**config.mk**
```make
export PLATFORM = sky130hd
export DESIGN_NAME = hex_entry
export DESIGN_NICKNAME = d
export VERILOG_FILES = /design/src/rtl/hex_entry.sv
export SDC_FILE = /design/constraint.sdc
export NUM_CORES = 1
export LEC_CHECK = 0
export CORE_MARGIN = 8
export CORE_UTILIZATION = 60
export CTS_BUF_LIST = sky130_fd_sc_hd__clkbuf_8
export CTS_CLUSTER_DIAMETER = 80
export DETAILED_ROUTE_END_ITERATION = 8
export DONT_BUFFER_PORTS = 1
export HOLD_SLACK_MARGIN = 0.05
export PLACE_DENSITY = 0.76
export SYNTH_ARGS = -nofsm -noshare
export SYNTH_HDL_FRONTEND = slang
export SYNTH_SLANG_ARGS = --single-unit
```
**constraint.sdc**
```tcl
create_clock -name Clock -period 2.3 [get_ports Clock]
set_input_delay 0.46 -clock Clock [delete_from_list [all_inputs] [get_ports Clock]]
set_output_delay 0.46 -clock Clock [all_outputs]
set_load 0.005 [all_outputs]
```
**src/rtl/hex_entry.sv**
```systemverilog
// Board hex-entry front end: synchronizes and debounces the Enter/Clear keys,
// shifts switch nibbles into a value and offers it to the processor via Valid/Ack.
//
// state   | meaning
// COLLECT | accepting nibbles, Count < NIBBLES, Valid low
// FULL    | value complete and held, waiting for Ack (or Clear)
module hex_entry #(
    parameter int DEBOUNCE_CYCLES = 500000,
    parameter int NIBBLES         = 4
) (
    input  logic                 Clock,
    input  logic                 Resetn,
    input  logic [3:0]           Nibble,
    input  logic                 EnterKey,
    input  logic                 ClearKey,
    input  logic                 Ack,
    output logic [4*NIBBLES-1:0] Value,
    output logic [2:0]           Count,
    output logic                 Valid,
    output logic                 EnterPulse
);

    localparam int               W          = 4 * NIBBLES;
    localparam int               CNT_W      = (DEBOUNCE_CYCLES > 2) ? $clog2(DEBOUNCE_CYCLES) : 1;
    localparam logic [CNT_W-1:0] CNT_LAST   = CNT_W'(DEBOUNCE_CYCLES - 1);
    localparam logic [2:0]       COUNT_FULL = 3'(NIBBLES);
    localparam int               ENTER      = 0;
    localparam int               CLEAR      = 1;

    typedef enum logic {COLLECT, FULL} state_t;

    logic [1:0]       key_s1_q, key_s2_q;
    logic [1:0]       db_q, db_d, db_del_q;
    logic [1:0]       ev_q, ev_d;
    logic [CNT_W-1:0] cnt_q [2];
    logic [CNT_W-1:0] cnt_d [2];
    logic [3:0]       nib_s1_q, nib_s2_q;

    state_t           state_q, state_d;
    logic [W-1:0]     value_q, value_d;
    logic [2:0]       count_q, count_d;
    logic             valid_q, valid_d;
    logic             pulse_q, pulse_d;

    // Keys are active-low: a press is the debounced level falling 1->0.
    always_comb begin
        for (int k = 0; k < 2; k++) begin
            db_d[k]  = db_q[k];
            cnt_d[k] = '0;
            if (key_s2_q[k] != db_q[k]) begin
                if (cnt_q[k] == CNT_LAST) begin
                    db_d[k] = key_s2_q[k];
                end else begin
                    cnt_d[k] = cnt_q[k] + CNT_W'(1);
                end
            end
        end
        ev_d = db_del_q & ~db_q;
    end

    always_comb begin
        state_d = state_q;
        value_d = value_q;
        count_d = count_q;
        valid_d = valid_q;
        pulse_d = 1'b0;
        if (ev_q[CLEAR]) begin
            state_d = COLLECT;
            value_d = '0;
            count_d = '0;
            valid_d = 1'b0;
        end else begin
            case (state_q)
                COLLECT: begin
                    if (ev_q[ENTER]) begin
                        value_d = {value_q[W-5:0], nib_s2_q};
                        count_d = count_q + 3'd1;
                        pulse_d = 1'b1;
                        if (count_q + 3'd1 == COUNT_FULL) begin
                            valid_d = 1'b1;
                            state_d = FULL;
                        end
                    end
                end
                FULL: begin
                    if (Ack) begin
                        state_d = COLLECT;
                        value_d = '0;
                        count_d = '0;
                        valid_d = 1'b0;
                    end
                end
                default: state_d = COLLECT;
            endcase
        end
    end

    always_ff @(posedge Clock) begin
        if (!Resetn) begin
            key_s1_q <= '1;
            key_s2_q <= '1;
            db_q     <= '1;
            db_del_q <= '1;
            ev_q     <= '0;
            for (int k = 0; k < 2; k++) cnt_q[k] <= '0;
            nib_s1_q <= '0;
            nib_s2_q <= '0;
            state_q  <= COLLECT;
            value_q  <= '0;
            count_q  <= '0;
            valid_q  <= 1'b0;
            pulse_q  <= 1'b0;
        end else begin
            key_s1_q <= {ClearKey, EnterKey};
            key_s2_q <= key_s1_q;
            db_q     <= db_d;
            db_del_q <= db_q;
            ev_q     <= ev_d;
            for (int k = 0; k < 2; k++) cnt_q[k] <= cnt_d[k];
            nib_s1_q <= Nibble;
            nib_s2_q <= nib_s1_q;
            state_q  <= state_d;
            value_q  <= value_d;
            count_q  <= count_d;
            valid_q  <= valid_d;
            pulse_q  <= pulse_d;
        end
    end

    assign Value      = value_q;
    assign Count      = count_q;
    assign Valid      = valid_q;
    assign EnterPulse = pulse_q;

endmodule

```
==> reports/results.ini <==
[status]
status=finished clean

[synthesis]
synth.distinct_cells=38
synth-seq-area-share_pct=51.4
synth_top_cell_area_share_pct=51.4
yosysTopAreaCell=dfxtp_1
async_reset_ff_share_pct=0
ys_top_cells_by_area=dfxtp_1, nor2_1, xnor2_1
synth-main-ff-cell=dfxtp_1
yosys_warnings=0
ys_seq_elements=78
synth_most_common_cell=dfxtp_1
syn_area_sq_mm=0.00304
ys_top_cells_by_count=dfxtp_1, nor2_1, xnor2_1
syn_area_per_cell_sq_um=9.24
syn_inst=329
synth_edf_count=0
synth_nets=342

[setup_path]
cp_slowest_cell=or4_4
slowest_delay_ns=0.55
path_buf_inv=0
required_ns=2.51
path_cells=or4b_1 > or4_4 > o21bai_4 > nor2_1
critPathKind=reg2reg
critPathCaptureType=flop
cp_max_fo=17
cp-start-kind=flop
worstPathArrival_ns=2.28
worst-r2r-setup-slack_ns=0.23
cp_top_family=simple AND/OR/NAND/NOR gates

[clock_tree]
root_buffer=clkbuf_8
cts_tree=yes
cts_resized=0
holdBufCountCts=0
numCtsBuffers=9
path_clk_slew_ns=0.08
post_cts_buffers=0
clock_path_buffers=2
clkSinkCount=78
clock_latency_ns=0.34
htreeDepth=3

[die]
core_sq_mm=0.00501
pin_count=30
die_width_um=87.2
start_util_pct=60.7
die_h_um=87.2
die_area_sq_mm=0.00760
rows=26

[power_and_ir_drop]
p_seq_share_pct=53.1
switchingPower_mw=0.486
powerDensity_mw_per_mm2=768
pwr-share-comb_pct=0.9
internal-power_mw=2.08
ir_worst_vdd_mv=0.426
swShare_pct=18.9
p_leak_nw=1.07
power.total_mw=2.57
pwr-share-clk_pct=46.0

[route]
num_vias=2230
viasPerCell=5.47
wl_per_cell_um=13.2
drtPass1Iterations=5
postRouteAntennaNets=0
drc_errors=0
wl_um=5380
first_iter_violations=104

[timing]
tns_ns=0
setup_viol=0
hold_slack_ns=0.195
finalClockSkew_ns=0.0128
rsz0062_at_grt=false
drv_slew=0
maxSlewHeadroom_pct=48.1
fmax_ghz=0.483
hold_viol=0
timing.final.crit_share_pct=89.9
min_period_ns=2.07
tightest_slew_ns=0.779

[cells_and_area]
syn2layout_area_growth_pct=10.1
design_area_sq_mm=0.00335
nets=347
drive_gt1_share_pct=7.10
fillers=407
antenna_cells=0
finalNonFillerCells=408

[job]
cap_violations=0

[global_route]
grt_pass1_vias=1947
grt_use_total_pct=14.7
gr-total-overflow=0
antenna_found_initial=0
grt_max_degree=23
grt_pass1_wl_um=8710

[place]
dpl_cell_area_sq_mm=0.00311
port_buffers=0
gp_congestion=0.859
dp.final_hpwl_um=3680
dp.cells=393

[worst_hold_path]
min_path_type=in2reg

cells in the final DEF (no fill, tap or decap), types with 4 or more instances in the layout:
cell       n
clkbuf_8   9
inv_1     11
and2_1    10
nor3_1     7
nand2_1   18
nand4_1    9
xor2_1     9
nor2_1    56
ha_1       4
buf_4      4
nor2b_1    5
a21oi_1   14
o21ai_0    7
xnor2_1   19
nand2b_1   8
dfxtp_1   78
nor4_1     5
or3_1      5
or4_1      4
nand3_1   13
a22oi_1   17
stage by stage:
step	util, %	setup WS (ns)
2_1_floorplan	-	0.430
3_3_place_gp	62.1	0.325
3_5_place_dp	62.1	0.275
4_1_cts	66.8	0.240
5_1_grt	66.8	0.173
6_report	66.8	0.231
worst paths after layout:
kind / start / endpoint / depth (start not counted)
setup / recovery: cnt_q[0][30] / cnt_q[0][30] / 4
hold / removal: Resetn / key_s1_q[1] / 1
setup reg to reg: cnt_q[0][30] / cnt_q[0][30] / 4
hold reg to reg: key_s1_q[1] / key_s2_q[1] / 1
state kept, by name (all words and copies together), names as in the netlist, 2 cells and up:
| signal | cells |
|---|---|
| Count | 3 |
| Value | 16 |
| cnt_q | 38 |
| db_del_q | 2 |
| db_q | 2 |
| ev_q | 2 |
| key_s1_q | 2 |
| key_s2_q | 2 |
| nib_s1_q | 4 |
| nib_s2_q | 4 |
cell families after synthesis:
family	count (synthesis)	share of synthesized area (%)
compound gates	41	8.77
xor+xnor	28	8.07
fa+ha+maj	4	1.65
buf+inv	21	2.88
flops	78	51.4
mux	2	0.659
simple gates	155	26.6
metal layers:
metal | wire, um | part of all wire (%) | global-route usage, %
met1 | 2480 | 46 | 17.3
met2 | 2530 | 47 | 23.7
met3 | 250 | 4.6 | 3.49
met4 | 123 | 2.3 | 8.59
met5 | 0 | 0 | 0
power by group through the flow:
stage	Sequential, mW	Combinational, mW	Clock (mW)
3_5_place_dp	1.40	0.0236	0
5_1_grt	1.36	0.0262	1.27
2_1_floorplan	1.39	0.0242	0
4_1_cts	1.36	0.0238	1.21
6_report	1.36	0.0235	1.18
3_3_place_gp	1.40	0.0234	0
layout make-up:
| cell class | count | area (sq um) | area share [%] |
|---|---|---|---|
| multi-input combinational | 230 | 1390 | 41.5 |
| tap | 70 | 87.6 | 2.62 |
| timing repair buffer | 4 | 30.0 | 0.898 |
| sequential | 78 | 1560 | 46.7 |
| clock buffer | 9 | 124 | 3.70 |
| inverter | 11 | 41.3 | 1.23 |
| clock inverter | 6 | 111 | 3.33 |
(Power assumes the default switching activity.)
